`config.mk`:
```
export PLATFORM = sky130hd
export DESIGN_NAME = vga_text_scanner
export DESIGN_NICKNAME = d
export VERILOG_FILES = /design/src/rtl/vga_text_scanner.sv
export SDC_FILE = /design/constraint.sdc
export NUM_CORES = 1
export LEC_CHECK = 0
export ABC_AREA = 1
export CELL_PAD_IN_SITES_DETAIL_PLACEMENT = 1
export CELL_PAD_IN_SITES_GLOBAL_PLACEMENT = 1
export CORE_AREA = 10 10 96 98
export CTS_CLUSTER_DIAMETER = 100
export DETAILED_ROUTE_END_ITERATION = 10
export DIE_AREA = 0 0 106 108
export PLACE_DENSITY_LB_ADDON = 0.1
export SYNTH_ARGS = -nofsm -noshare
export SYNTH_HDL_FRONTEND = slang
export SYNTH_SLANG_ARGS = --single-unit
```
`constraint.sdc`:
```
create_clock -name clk -period 3.2 [get_ports clk]
set_input_delay 0.32 -clock clk [delete_from_list [all_inputs] [get_ports clk]]
set_output_delay 0.32 -clock clk [all_outputs]
set_load 0.1 [all_outputs]
```
`src/rtl/vga_text_scanner.sv`:
```
// 80x60 text-mode scanner: 640x480@60 timing, VRAM walk, font lookup and pixel serialisation.
// Pixels, syncs and frame_start all travel the same three-register pipeline, so they stay aligned on the pins.
module vga_text_scanner #(
  parameter int          H_VIS  = 640,
  parameter int          H_FP   = 16,
  parameter int          H_SYNC = 96,
  parameter int          H_BP   = 48,
  parameter int          V_VIS  = 480,
  parameter int          V_FP   = 10,
  parameter int          V_SYNC = 2,
  parameter int          V_BP   = 33,
  parameter int          COLS   = 80,
  parameter logic [11:0] FG_RGB = 12'hFFF,
  parameter logic [11:0] BG_RGB = 12'h000
) (
  input  logic        clk,
  input  logic        rst,
  output logic [12:0] ro_addr,
  input  logic [7:0]  ro_rdata,
  output logic [10:0] font_addr,
  input  logic [7:0]  font_data,
  output logic [3:0]  vga_r,
  output logic [3:0]  vga_g,
  output logic [3:0]  vga_b,
  output logic        vga_hs,
  output logic        vga_vs,
  output logic        frame_start
);

  localparam logic [9:0] H_LAST    = 10'(H_VIS + H_FP + H_SYNC + H_BP - 1);
  localparam logic [9:0] V_LAST    = 10'(V_VIS + V_FP + V_SYNC + V_BP - 1);
  localparam logic [9:0] H_VIS_END = 10'(H_VIS);
  localparam logic [9:0] V_VIS_END = 10'(V_VIS);
  localparam logic [9:0] H_SYNC_LO = 10'(H_VIS + H_FP);
  localparam logic [9:0] H_SYNC_HI = 10'(H_VIS + H_FP + H_SYNC - 1);
  localparam logic [9:0] V_SYNC_LO = 10'(V_VIS + V_FP);
  localparam logic [9:0] V_SYNC_HI = 10'(V_VIS + V_FP + V_SYNC - 1);

  logic [9:0]  h_cnt_q, h_cnt_d, v_cnt_q, v_cnt_d;
  logic [7:0]  char_q, char_d, glyph_q, glyph_d;
  logic [2:0]  h1_q, h1_d, vr1_q, vr1_d, h2_q, h2_d;
  logic        vis1_q, vis1_d, vis2_q, vis2_d;
  logic        hs1_q, hs1_d, hs2_q, hs2_d, vs1_q, vs1_d, vs2_q, vs2_d;
  logic        fs1_q, fs1_d, fs2_q, fs2_d;
  logic [11:0] rgb_q, rgb_d;
  logic        hs_q, hs_d, vs_q, vs_d, fs_q, fs_d;

  logic        visible, in_hsync, in_vsync, at_origin;
  logic [12:0] row_base, cell_addr;

  assign visible   = (h_cnt_q < H_VIS_END) && (v_cnt_q < V_VIS_END);
  assign in_hsync  = (h_cnt_q >= H_SYNC_LO) && (h_cnt_q <= H_SYNC_HI);
  assign in_vsync  = (v_cnt_q >= V_SYNC_LO) && (v_cnt_q <= V_SYNC_HI);
  assign at_origin = (h_cnt_q == 10'd0) && (v_cnt_q == 10'd0);

  assign row_base  = 13'(v_cnt_q[9:3]) * 13'(COLS);
  assign cell_addr = row_base + {6'd0, h_cnt_q[9:3]};
  assign ro_addr   = visible ? cell_addr : 13'd0;
  assign font_addr = {char_q, vr1_q};

  always_comb begin
    h_cnt_d = h_cnt_q + 10'd1;
    v_cnt_d = v_cnt_q;
    if (h_cnt_q == H_LAST) begin
      h_cnt_d = 10'd0;
      v_cnt_d = (v_cnt_q == V_LAST) ? 10'd0 : v_cnt_q + 10'd1;
    end

    char_d  = ro_rdata;
    h1_d    = h_cnt_q[2:0];
    vr1_d   = v_cnt_q[2:0];
    vis1_d  = visible;
    hs1_d   = in_hsync;
    vs1_d   = in_vsync;
    fs1_d   = at_origin;

    glyph_d = font_data;
    h2_d    = h1_q;
    vis2_d  = vis1_q;
    hs2_d   = hs1_q;
    vs2_d   = vs1_q;
    fs2_d   = fs1_q;

    // Glyph bit 7 is the leftmost pixel of the cell.
    rgb_d   = 12'h000;
    if (vis2_q) rgb_d = glyph_q[3'd7 - h2_q] ? FG_RGB : BG_RGB;
    hs_d    = ~hs2_q;
    vs_d    = ~vs2_q;
    fs_d    = fs2_q;
  end

  always_ff @(posedge clk) begin
    if (rst) begin
      h_cnt_q <= '0;
      v_cnt_q <= '0;
      char_q  <= '0;
      h1_q    <= '0;
      vr1_q   <= '0;
      vis1_q  <= 1'b0;
      hs1_q   <= 1'b0;
      vs1_q   <= 1'b0;
      fs1_q   <= 1'b0;
      glyph_q <= '0;
      h2_q    <= '0;
      vis2_q  <= 1'b0;
      hs2_q   <= 1'b0;
      vs2_q   <= 1'b0;
      fs2_q   <= 1'b0;
      rgb_q   <= '0;
      hs_q    <= 1'b1;
      vs_q    <= 1'b1;
      fs_q    <= 1'b0;
    end else begin
      h_cnt_q <= h_cnt_d;
      v_cnt_q <= v_cnt_d;
      char_q  <= char_d;
      h1_q    <= h1_d;
      vr1_q   <= vr1_d;
      vis1_q  <= vis1_d;
      hs1_q   <= hs1_d;
      vs1_q   <= vs1_d;
      fs1_q   <= fs1_d;
      glyph_q <= glyph_d;
      h2_q    <= h2_d;
      vis2_q  <= vis2_d;
      hs2_q   <= hs2_d;
      vs2_q   <= vs2_d;
      fs2_q   <= fs2_d;
      rgb_q   <= rgb_d;
      hs_q    <= hs_d;
      vs_q    <= vs_d;
      fs_q    <= fs_d;
    end
  end

  assign vga_r       = rgb_q[11:8];
  assign vga_g       = rgb_q[7:4];
  assign vga_b       = rgb_q[3:0];
  assign vga_hs      = hs_q;
  assign vga_vs      = vs_q;
  assign frame_start = fs_q;

endmodule

```
Yosys cells after proc, flatten, opt, wreduce, memory -nomap -nowiden
Index checks and enable logic that the tools add are counted.

Register bits after elaboration: 68. Input bits: 18. Logic and storage cells: 49.

Add/sub/neg operators: 4. $mul: 1. Magnitude comparators: 7. Equality and inequality tests: 2. Mux-type cells: 5. Bitwise gates (word level): 3. Reductions and logical operators: 8.

Operators by type and width (count): $add 10x1->10 const B (2); $eq 10x10->1 const B (2); $logic_not 10->1 (2); $add 13x7->13 (1); $mux 13 (1); $mux 12 (1); $ge 10x10->1 const B (1); $ge 10x9->1 const B (1); $le 10x10->1 const B (1); $le 10x9->1 const B (1); $lt 10x10->1 const B (1); $lt 10x9->1 const B (1); $mux 10 (1); $mul 7x3->9 const B (1); $logic_and 1x1->1 (4); $lt 3x4->1 const B (1); $reduce_or 2->1 (2); $bmux 1 s3 (1); $not 1->1 (3); $sub 3x3->3 const A (1); $mux 1 (1).

Longest topological paths before layout
Gate-level depths: netlist (run 1).

Word-level depth: 4. Gate-level depth with buffers: 12. Mapped depth without buffers: 12.

Worst setup path after synthesis (run 1)
OpenSTA, ideal clock, no wires.

Path type: reg-to-output. Start point: reg v_cnt_q[4]. End point: out ro_addr[9]. Arrival time: 3.700 ns. Required time: 2.880 ns. Slack: -0.820 ns. Cell stages (with the launch flop): 8. Cells stage by stage: dfxtp_1 -> ha_1 -> ha_1 -> fa_1 -> xor2_1 -> nand4_1 -> inv_1 -> nor3_1.

Word-level cells in the longest chain between the ends: 3.

RTL lines: start, declared (RTL line 39) `logic [9:0] h_cnt_q, h_cnt_d, v_cnt_q, v_cnt_d;`; start signal, assigned (RTL line 115) `v_cnt_q <= v_cnt_d;`; $mul 7x3->9 or $lt 10x9->1 (tied branches) (RTL line 56, 51); $add 13x7->13 or $logic_and 1x1->1 (tied branches) (RTL line 57, 51); $mux 13 * (RTL line 58) `assign ro_addr = visible ? cell_addr : 13'd0;`; end, declared (RTL line 18) `output logic [12:0] ro_addr,`.

Mark *: on every way between the ends. The rest lies on a longest branch, timed or not.

Final worst setup path (run 1)
Start point: reg v_cnt_q[4]. End point: out ro_addr[12].

The elaborated chain is that of the path after synthesis.

==> qor.csv, run 1 <==
metric,value,unit
root buffer cell,sky130_fd_sc_hd__clkbuf_8,
quantity of I/O buffers inserted on ports,56,
effective utilization at floorplan,38.00,%
"commonest non-fill, non-tap cell in the layout",sky130_fd_sc_hd__inv_1,
cts bufs inserted,9,
number of H-tree levels,3,
number of buffers on the longest clock path,2,
post-detailed-route via-to-cell ratio,4.614,
per-instance average area after synthesis,7.428,um^2
Global Route Usage Sum,13.43,%
warning count from the yosys run,0,
arrival time of the worst setup path,2.66,ns
Worst Path Max Fanout,8,
number of cells in the design after placement,525,
beginning of the worst register-to-register path,h_cnt_q[0],
Die Span X,106,um
most frequent cells in the layout,"69 x sky130_fd_sc_hd__inv_1, 68 x sky130_fd_sc_hd__nor2_1, 56 x sky130_fd_sc_hd__dfxtp_1, 51 x sky130_fd_sc_hd__nand2_1, 31 x sky130_fd_sc_hd__clkdlybuf4s50_1",
number of global-route vias before repair,2550,
TritonCTS clock tree,done,
fin. max-slew vios,0,
DR DRC count,0,
clock network power share,42.7,%
sw frac,25.78,%
sequential share of power,47.6,%
register area share after synthesis,40.32,%
layout cell share with drive strength beyond 1,14.58,%
result of the run,finished clean,
post-synthesis instance area,2830,um^2
pin slew with the least headroom to its limit,0.9866,ns
kind of start point of the critical path,flop,
I/O pin count,57,
standard cell core area,7447,um^2
combinational family with the most area after synthesis,simple AND/OR/NAND/NOR gates,
number of search-and-repair iterations in the first detailed-routing pass,4,
hold_sp,hs2_q,
Worst Hold End,vga_hs,
hold violation total from the final report,0,
worst min path class,reg -> reg,
Period minus WS final,2.979,ns
largest voltage drop on the vdd net,0.1492,mV
Post-layout nets,471,
unrepaired setup endpoints after global routing,false,
category of the critical setup timing path,reg -> out,
xor/xnor cell area share of the yosys netlist,1.857,%
pin count of the biggest net entering global routing,35,
ranking of synthesized cells by area,"sky130_fd_sc_hd__dfxtp_1 40%, sky130_fd_sc_hd__nor2_1 9.4%, sky130_fd_sc_hd__inv_1 9.2%, sky130_fd_sc_hd__ha_1 7.5%, sky130_fd_sc_hd__nand2_1 6.8%",
"Req. time, crit path",2.88,ns
final wirelength,7434,um
cell taking the most area after synthesis,sky130_fd_sc_hd__dfxtp_1,
Layout Skew,0.005927,ns
"CTS clk-pin slew, worst paths",0.07,ns
gp weighted congestion,0.8316,
clk_lat worst skew,0.33,ns
DP Worst Slack,0.4612,ns
number of antenna violations at the first check in global routing,0,
iteration-0 DRC count of the detailed router,93,
Routed Antenna Nets,0,
worst-case register-to-register setup slack,1.61,ns
Internal Power,1.156,mW
# diodes,0,
Routed wire per std cell,13.74,um
synthesized instance count,381,
total power of the final layout,1.558,mW
area share of fa/ha/maj cells after synthesis,8.930,%
final worst-path setup slack,0.2210,ns
number of distinct library cells after synthesis,33,
non-filler cells in the finished layout,541,
capturing element type of the critical path,output port,
Final TNS setup,0,ns
period utilization,93.09,%
clock sink count,57,
reported leakage power,1.705,nW
area delta synth->final,28.91,%
Rel. slew slack,34.02,%
Register-to-Register Path Depth,7,
maxcap violations,0,
total via count after detailed routing,2496,
half-perimeter wire length after detailed placement,5786,um
Post-CTS Hold Buffers,0,
post-synth net total,418,
Power per Cell Area,427.0,nW/um^2
count of endpoints failing setup in the final report,0,
number of placement rows,32,
fraction of the mapped netlist area in compound gates,6.012,%
worst hold path cell count,1,
multiplexer fraction of the synthesized cell area,0.3537,%
terminus of the critical flop-to-flop path,v_cnt_q[5],
Yosys top cell area share,40.32,%
Psw,401.7,uW
die area,11450,um^2
DIE HEIGHT,108,um
Comb pwr share,9.8,%
simple-gate area share of the yosys netlist,29.18,%
first-pass GRT wire length,12490,um
post-synthesis sequential element count,57,
achievable clock frequency,335.7,MHz
overall overflow remaining after global route,0,
-- cell usage after synthesis --
cell type / n
sky130_fd_sc_hd__a211oi_1: 2
sky130_fd_sc_hd__a21oi_1: 13
sky130_fd_sc_hd__and3_1: 2
sky130_fd_sc_hd__buf_2: 2
sky130_fd_sc_hd__buf_4: 11
sky130_fd_sc_hd__clkbuf_1: 3
sky130_fd_sc_hd__clkinv_1: 1
sky130_fd_sc_hd__dfxtp_1: 57
sky130_fd_sc_hd__fa_1: 2
sky130_fd_sc_hd__ha_1: 17
sky130_fd_sc_hd__inv_1: 69
sky130_fd_sc_hd__inv_2: 3
sky130_fd_sc_hd__mux2i_1: 1
sky130_fd_sc_hd__nand2_1: 51
sky130_fd_sc_hd__nand2_4: 3
sky130_fd_sc_hd__nand3_1: 24
sky130_fd_sc_hd__nand3_2: 4
sky130_fd_sc_hd__nand4_1: 10
sky130_fd_sc_hd__nor2_1: 71
sky130_fd_sc_hd__nor2_2: 1
sky130_fd_sc_hd__nor2_4: 4
sky130_fd_sc_hd__nor3_1: 5
sky130_fd_sc_hd__nor3b_1: 1
sky130_fd_sc_hd__nor4_1: 1
sky130_fd_sc_hd__nor4b_1: 1
sky130_fd_sc_hd__o211ai_1: 1
sky130_fd_sc_hd__o21a_1: 1
sky130_fd_sc_hd__o21ai_0: 10
sky130_fd_sc_hd__o21ai_1: 1
sky130_fd_sc_hd__o21bai_1: 1
sky130_fd_sc_hd__o22ai_1: 2
sky130_fd_sc_hd__xnor2_1: 2
sky130_fd_sc_hd__xor2_1: 4
-- cell families after synthesis --
group / Yosys count
simple gates: 178
buf+inv: 89
flops: 57
compound gates: 31
fa+ha+maj: 19
xor+xnor: 6
mux: 1
-- power groups by stage --
stage	logic [mW]	registers (mW)	clock network [mW]
floorplan	0.0646	0.799	0
global placement	0.152	0.756	0
detailed placement	0.154	0.757	0
CTS	0.155	0.742	0.689
global route	0.162	0.744	0.721
finish	0.152	0.741	0.665
-- area by class of cell --
type | instances | area (um^2)
clock buffer | 11 | 141.4
timing repair buffer | 58 | 575.6
fill | 931 | 3799
inverter | 73 | 274.0
multi-input combinational | 235 | 1333
tap | 102 | 127.6
sequential | 57 | 1142
clock inverter | 5 | 55.05
-- worst max-delay path, stage by stage, from the launching register on --
cell	delay (ns)
sky130_fd_sc_hd__dfxtp_2	0.41
sky130_fd_sc_hd__ha_1	0.26
sky130_fd_sc_hd__ha_1	0.24
sky130_fd_sc_hd__fa_1	0.40
sky130_fd_sc_hd__xor2_1	0.27
sky130_fd_sc_hd__inv_2	0.08
sky130_fd_sc_hd__nor2_4	0.14
sky130_fd_sc_hd__nand3_2	0.09
sky130_fd_sc_hd__nand2_1	0.06
sky130_fd_sc_hd__nand2_1	0.06
sky130_fd_sc_hd__nor2_2	0.13
sky130_fd_sc_hd__buf_12	0.19
-- routing by layer --
metal / vias to the layer above / GRT usage (%) / part of all wire, %
li1: 1283 / - / -
met1: 1157 / 15.11 / 45
met2: 50 / 22.97 / 48
met3: 6 / 4.224 / 4.7
met4: 0 / 5.996 / 1.6
met5: - / 0 / 0
-- registers in the layout, summed over array words and instances, names as in the netlist, 3 cells and up --
register,cells
glyph_q,8
vr1_q,3
char_q,8
h2_q,3
v_cnt_q,10
h_cnt_q,10
h1_q,3
-- stage by stage --
step	cell area, um^2	utilization, %	hold WS [ns]
CTS	3647	48.98	0.3762
global placement	3451	46.34	0.3576
global route	3649	48.99	0.3799
detailed placement	3451	46.34	0.3603
finish	3649	48.99	0.3742
floorplan	2851	-	0.3517
-- worst max path at each step --
stage	start	endpoint	cells after the start
floorplan	v_cnt_q[4]	ro_addr[9]	7
global placement	v_cnt_q[4]	ro_addr[12]	11
detailed placement	v_cnt_q[4]	ro_addr[12]	11
CTS	v_cnt_q[4]	ro_addr[12]	11
global route	v_cnt_q[6]	ro_addr[12]	11
finish	v_cnt_q[4]	ro_addr[12]	11
-- timing repair --
action / in CTS / in global routing
setup endpoints to repair: 0 / 2
buffers inserted: 0 / 0
endpoints found under the hold margin: 0 / 0
resized for setup: 0 / 1
No activity file was read; power rests on OpenSTA's default activity.
==> run 2: changes to the inputs <==
==> constraint.sdc (replaced) <==
create_clock -name clk -period 3.2 [get_ports clk]
set_input_delay 0.96 -clock clk [delete_from_list [all_inputs] [get_ports clk]]
set_output_delay 0.96 -clock clk [all_outputs]
set_load 0.1 [all_outputs]
==> qor.csv, run 2 (synthesized netlist as in run 1, its figures left out) <==
metric,value,unit,change
post-detailed-route via-to-cell ratio,4.704,,+2.0%
Rel. slew slack,76.48,%,+42 points
layout cell share with drive strength beyond 1,26.97,%,+12 points
most frequent cell on the critical path,sky130_fd_sc_hd__nand2_2,,
failing checks,negative setup slack,,
number of search-and-repair iterations in the first detailed-routing pass,5,,+1
capturing element type of the critical path,output port,,
routed metal-1 wire length,3507,um,+4.3%
Global Route Usage Sum,14.57,%,+1.1 points
Post-layout nets,488,,+3.6%
arrival time of the worst setup path,2.44,ns,-0.22 ns
number of buffers on the longest clock path,2,,unchanged
achievable clock frequency,293.8,MHz,-12%
number of placement rows,32,,unchanged
root buffer cell,sky130_fd_sc_hd__clkbuf_8,,
met3 wire length,345,um,-0.58%
gp weighted congestion,0.8247,,-0.83%
placed cell areas,3670,um^2,+6.3%
number of H-tree levels,3,,unchanged
unrepaired setup endpoints after global routing,true,,
top routing layer in use,met4,,
clk_lat worst skew,0.33,ns,about the same
TritonCTS clock tree,done,,
Worst Path Max Fanout,3,,-5
maxcap violations,0,,unchanged
Top Family by Delay on Critical Path,adder cells,,
biggest registers after layout,"h_cnt_q: 10 flops, v_cnt_q: 10 flops",,
cells along the critical path,ha_4 -> ha_4 -> fa_2 -> nand2_2 -> nor2_4 -> nand3_2 -> nand2_2 -> nand2_2 -> nor2_4 -> buf_12,,
Worst Hold End,vga_vs,,
I/O pin count,57,,unchanged
first-pass GRT wire length,13710,um,+9.8%
number of global-route vias before repair,2777,,+8.9%
number of antenna violations at the first check in global routing,0,,unchanged
DIE HEIGHT,108,um,unchanged
die area,11450,um^2,unchanged
total via count after detailed routing,2625,,+5.2%
area delta synth->final,43.15,%,
final worst-path setup slack,-0.2042,ns,-0.4252 ns
hold_sp,vs2_q,,
DR DRC count,0,,unchanged
total area of multi-input combinational cells,1521,um^2,+14%
Met2 Wirelength,4164,um,+16%
clock sink count,57,,unchanged
pin slew with the least headroom to its limit,0.3492,ns,-0.6374 ns
final-layout worst hold slack,0.3659,ns,-0.008282 ns
Routed wire per std cell,14.57,um,+6.1%
final wirelength,8132,um,+9.4%
core utilization of the finished layout,54.40,%,+5.4 points
cts bufs inserted,9,,unchanged
Die Span X,106,um,unchanged
hold violation total from the final report,0,,unchanged
beginning of the worst register-to-register path,v_cnt_q[4],,
Worst Path Buf+Inv,1,,-1
fin. max-slew vios,0,,unchanged
# fillers,914,,-1.8%
"commonest non-fill, non-tap cell in the layout",sky130_fd_sc_hd__inv_1,,
worst hold path cell count,1,,unchanged
finished layout cell area,4051,um^2,+11%
standard cell core area,7447,um^2,unchanged
Register-to-Register Path Depth,7,,unchanged
effective utilization at floorplan,38.00,%,unchanged
largest voltage drop on the vdd net,0.2607,mV,+75%
sequential cell area,1154,um^2,+0.99%
non-filler cells in the finished layout,558,,+3.1%
Routed Antenna Nets,0,,unchanged
result of the run,"complete, but fails checks",,
iteration-0 DRC count of the detailed router,98,,+5.4%
Power per Cell Area,388.3,nW/um^2,-9.1%
quantity of I/O buffers inserted on ports,56,,unchanged
"CTS clk-pin slew, worst paths",0.07,ns,about the same
overall overflow remaining after global route,0,,unchanged
count of endpoints failing setup in the final report,5,,+5
reported leakage power,1.822,nW,+6.8%
# diodes,0,,unchanged
period utilization,106.4,%,+13 points
pin count of the biggest net entering global routing,19,,-46%
number of cells in the design after placement,534,,+1.7%
kind of start point of the critical path,flop,,
Post-CTS Hold Buffers,0,,unchanged
worst min path class,reg -> reg,,
Layout Skew,0.01142,ns,+0.005491 ns
terminus of the critical flop-to-flop path,v_cnt_q[5],,
worst-case register-to-register setup slack,1.61,ns,about the same
half-perimeter wire length after detailed placement,6073,um,+5.0%
slowest cell delay on critical path,0.58,ns,+0.17 ns
"Req. time, crit path",2.24,ns,-0.64 ns
Period minus WS final,3.404,ns,+0.4252 ns
most frequent cells in the layout,"67 x sky130_fd_sc_hd__inv_1, 66 x sky130_fd_sc_hd__nor2_1, 53 x sky130_fd_sc_hd__dfxtp_1, 45 x sky130_fd_sc_hd__nand2_1, 44 x sky130_fd_sc_hd__buf_4",,
category of the critical setup timing path,reg -> out,,
Critical Path Slowest Stage Cell,sky130_fd_sc_hd__fa_2,,
==> run 2: changes by cell type in the layout (fill, tap and decap cells not counted), sizes merged <==
cell           before  now
clkbuf             11   10
buf                27   58
inv                72   74
clkinv              3    2
clkdlybuf4s50      31   17
==> run 2: worst reg2reg max path: cells and delay by family (launching register included) <==
family,cells,cell delay (ns)
buffers and inverters,2,0.29
DFF,1,0.37
and+or+nand+nor,5,0.83
==> run 2: metal layers <==
metal	track usage (%)	vias up
met5	0	-
met4	4.836	0
li1	-	1325
met2	25.62	48
met3	3.926	14
met1	16.83	1238
==> run 2: metrics by stage <==
stage                     TNS (ns)  total power [mW]  setup WS [ns]
final                      -0.8194             1.573        -0.2042
after global routing        -1.160             1.639        -0.2862
after global placement           0            0.9076         0.1239
after CTS                  -0.5283             1.597        -0.1603
after floorplan           -0.06026            0.8629       -0.03885
after detailed placement         0            0.9109        0.07295
==> run 2: what timing repair did <==
| action | in CTS | in global routing |
|---|---|---|
| endpoints found under the setup margin | 5 | 5 |
| setup buffers | 7 | 1 |
| pin swaps | 8 | 5 |
| gates resized for setup | 21 | 6 |
==> run 2: how the worst max path moves through the flow <==
stage	from	end	slack [ns]	depth (start not counted)
finish	v_cnt_q[4]	ro_addr[12]	-0.20	10
global route	v_cnt_q[6]	ro_addr[12]	-0.29	13
CTS	v_cnt_q[4]	ro_addr[12]	-0.16	10
detailed placement	v_cnt_q[5]	ro_addr[12]	0.07	10
global placement	v_cnt_q[4]	ro_addr[12]	0.12	10
floorplan	v_cnt_q[4]	ro_addr[9]	-0.04	7
==> run 2: report_power, final <==
group	internal, mW	switching, mW
Combinational	0.0472	0.105
Sequential	0.728	0.0107
Clock	0.382	0.300
==> run 2: layout make-up <==
| cell class | instances | share of cell area (%) |
|---|---|---|
| Sequential cell | 57 | 28.47 |
| Clock inverter | 6 | 1.606 |
| Clock buffer | 10 | 3.397 |
| Timing Repair Buffer | 75 | 19.05 |
| Multi-Input combinational cell | 235 | 37.55 |
| Tap cell | 102 | 3.150 |
| Inverter | 73 | 6.763 |
==> run 3: changes to the inputs <==
--- a/config.mk
+++ b/config.mk
@@ -8,11 +8,12 @@
 export ABC_AREA = 1
 export CELL_PAD_IN_SITES_DETAIL_PLACEMENT = 1
 export CELL_PAD_IN_SITES_GLOBAL_PLACEMENT = 1
-export CORE_AREA = 10 10 96 98
+export CORE_AREA = 5 5 94 96
 export CTS_CLUSTER_DIAMETER = 100
 export DETAILED_ROUTE_END_ITERATION = 10
-export DIE_AREA = 0 0 106 108
+export DIE_AREA = 0 0 99 101
 export PLACE_DENSITY_LB_ADDON = 0.1
+export SLEW_MARGIN = 20
 export SYNTH_ARGS = -nofsm -noshare
 export SYNTH_HDL_FRONTEND = slang
 export SYNTH_SLANG_ARGS = --single-unit
==> constraint.sdc (replaced) <==
create_clock -name clk -period 3.35 [get_ports clk]
set_input_delay 1.005 -clock clk [delete_from_list [all_inputs] [get_ports clk]]
set_output_delay 1.005 -clock clk [all_outputs]
set_load 0.1 [all_outputs]
==> qor.csv, run 3 (synthesized netlist as in run 1, its figures left out) <==
metric,value,unit,change
worst-case register-to-register setup slack,1.76,ns,+0.15 ns
maxcap violations,0,,unchanged
"commonest non-fill, non-tap cell in the layout",sky130_fd_sc_hd__nor2_1,,
effective utilization at floorplan,35.52,%,-2.5 points
number of buffers on the longest clock path,2,,unchanged
standard cell core area,7969,um^2,+7.0%
total via count after detailed routing,2517,,-4.1%
category of the critical setup timing path,reg -> out,,
Worst Path Max Fanout,5,,+2
kind of start point of the critical path,flop,,
half-perimeter wire length after detailed placement,5438,um,-10%
root buffer cell,sky130_fd_sc_hd__clkbuf_8,,
most frequent cells in the layout,"67 x sky130_fd_sc_hd__nor2_1, 66 x sky130_fd_sc_hd__inv_1, 52 x sky130_fd_sc_hd__dfxtp_1, 46 x sky130_fd_sc_hd__nand2_1, 36 x sky130_fd_sc_hd__buf_4",,
fin. max-slew vios,0,,unchanged
capturing element type of the critical path,output port,,
Rel. slew slack,71.29,%,-5.2 points
quantity of I/O buffers inserted on ports,56,,unchanged
result of the run,"complete, but fails checks",,
clock sink count,57,,unchanged
period utilization,100.5,%,
first-pass GRT wire length,12250,um,-11%
Routed Antenna Nets,0,,unchanged
number of search-and-repair iterations in the first detailed-routing pass,4,,-1
post-detailed-route via-to-cell ratio,4.560,,-3.1%
largest voltage drop on the vdd net,0.1327,mV,-49%
Post-layout nets,479,,-1.8%
number of H-tree levels,3,,unchanged
TritonCTS clock tree,done,,
Die Span X,99,um,-6.6%
worst min path class,reg -> reg,,
achievable clock frequency,297.1,MHz,
overall overflow remaining after global route,0,,unchanged
layout cell share with drive strength beyond 1,23.94,%,-3.0 points
DP Worst Slack,0.06682,ns,-0.006137 ns
failing checks,negative setup slack,,
Final TNS setup,-0.01594,ns,+0.8035 ns
biggest registers after layout,"h_cnt_q: 10 flops, v_cnt_q: 10 flops",,
iteration-0 DRC count of the detailed router,72,,-27%
reported leakage power,1.746,nW,-4.2%
"CTS clk-pin slew, worst paths",0.06,ns,about the same
Global Route Usage Sum,15.24,%,+0.68 points
clk_lat worst skew,0.33,ns,about the same
I/O pin count,57,,unchanged
"Req. time, crit path",2.34,ns,+0.10 ns
DR DRC count,0,,unchanged
arrival time of the worst setup path,2.36,ns,-0.08 ns
unrepaired setup endpoints after global routing,true,,
cts bufs inserted,9,,unchanged
Routed wire per std cell,12.83,um,-12%
gp weighted congestion,0.8362,,+1.4%
Post-CTS Hold Buffers,0,,unchanged
Period minus WS final,3.366,ns,
number of antenna violations at the first check in global routing,0,,unchanged
die area,9999,um^2,-13%
# diodes,0,,unchanged
Power per Cell Area,359.4,nW/um^2,-7.4%
Layout Skew,0.008811,ns,-0.002608 ns
count of endpoints failing setup in the final report,1,,-4
final worst-path setup slack,-0.01594,ns,+0.1883 ns
final wirelength,7082,um,-13%
final-layout worst hold slack,0.3739,ns,+0.007991 ns
area delta synth->final,36.47,%,
number of placement rows,33,,+3.1%
number of global-route vias before repair,2546,,-8.3%
DIE HEIGHT,101,um,-6.5%
hold violation total from the final report,0,,unchanged
pin slew with the least headroom to its limit,0.4280,ns,+0.07882 ns
pin count of the biggest net entering global routing,35,,+16
## run 3: cell types whose count changed in the layout (fill, tap and decap cells not counted), sizes merged
cell	before	now
bufinv	1	0
buf	58	49
inv	74	72
clkinv	2	5
## run 3: area by class of cell
| cell class | instances | area, um^2 |
|---|---|---|
| Fill cell | 961 | 4106 |
| Clock buffer | 10 | 127.6 |
| Sequential cell | 57 | 1152 |
| Tap cell | 105 | 131.4 |
| Clock inverter | 6 | 35.03 |
| Multi-Input combinational cell | 235 | 1441 |
| Timing Repair Buffer | 66 | 700.7 |
| Inverter | 73 | 274.0 |
## run 3: layer usage
metal  up-vias  GRT usage (%)  wire [um]
met5         -              0          0
met4         0          6.933        137
met3        10          3.737        289
met2        42          25.41       3412
met1      1163          18.56       3243
li1       1302              -          -
## run 3: path summary, 6_finish.rpt
path / endpoint / depth (start not counted) / from
worst max register to register: v_cnt_q[5] / 7 / h_cnt_q[0]
worst max-delay path: ro_addr[12] / 10 / v_cnt_q[6]
worst min-delay path: vga_vs / 1 / vs2_q
worst min register to register: vga_vs / 1 / vs2_q
## run 3: worst max-delay path, stage by stage, from the launching register on
cell and delay [ns]:
sky130_fd_sc_hd__dfxtp_4 0.36, sky130_fd_sc_hd__ha_4 0.22, sky130_fd_sc_hd__ha_4 0.16, sky130_fd_sc_hd__fa_2 0.58, sky130_fd_sc_hd__nand2_2 0.07, sky130_fd_sc_hd__nor2_4 0.12, sky130_fd_sc_hd__nand3_2 0.10, sky130_fd_sc_hd__nand2_2 0.08
sky130_fd_sc_hd__nand2_2 0.06, sky130_fd_sc_hd__nor2_4 0.10, sky130_fd_sc_hd__buf_12 0.18
## run 3: per-stage QoR
stage,total power [mW],area [um^2],cells,utilization [%]
after global placement,0.8652,3600,533,45.17
after global routing,1.452,3862,552,48.47
after CTS,1.417,3830,552,48.06
final,1.388,3862,552,48.47
after detailed placement,0.8678,3600,533,45.17
after floorplan,0.8251,2894,381,-
## run 3: timing repair
| action | in CTS | in global routing |
|---|---|---|
| setup buffers | 3 | 0 |
| pin swaps | 8 | 2 |
| endpoints found under the setup margin | 5 | 5 |
| resized for setup | 15 | 9 |
| gates cloned | 0 | 0 |
## run 3: power by group
part	internal [mW]	total [mW]	switching [mW]
Clock	0.262	0.539	0.277
Combinational	0.0438	0.143	0.0994
Sequential	0.696	0.706	0.00933
Total	1.00	1.39	0.386
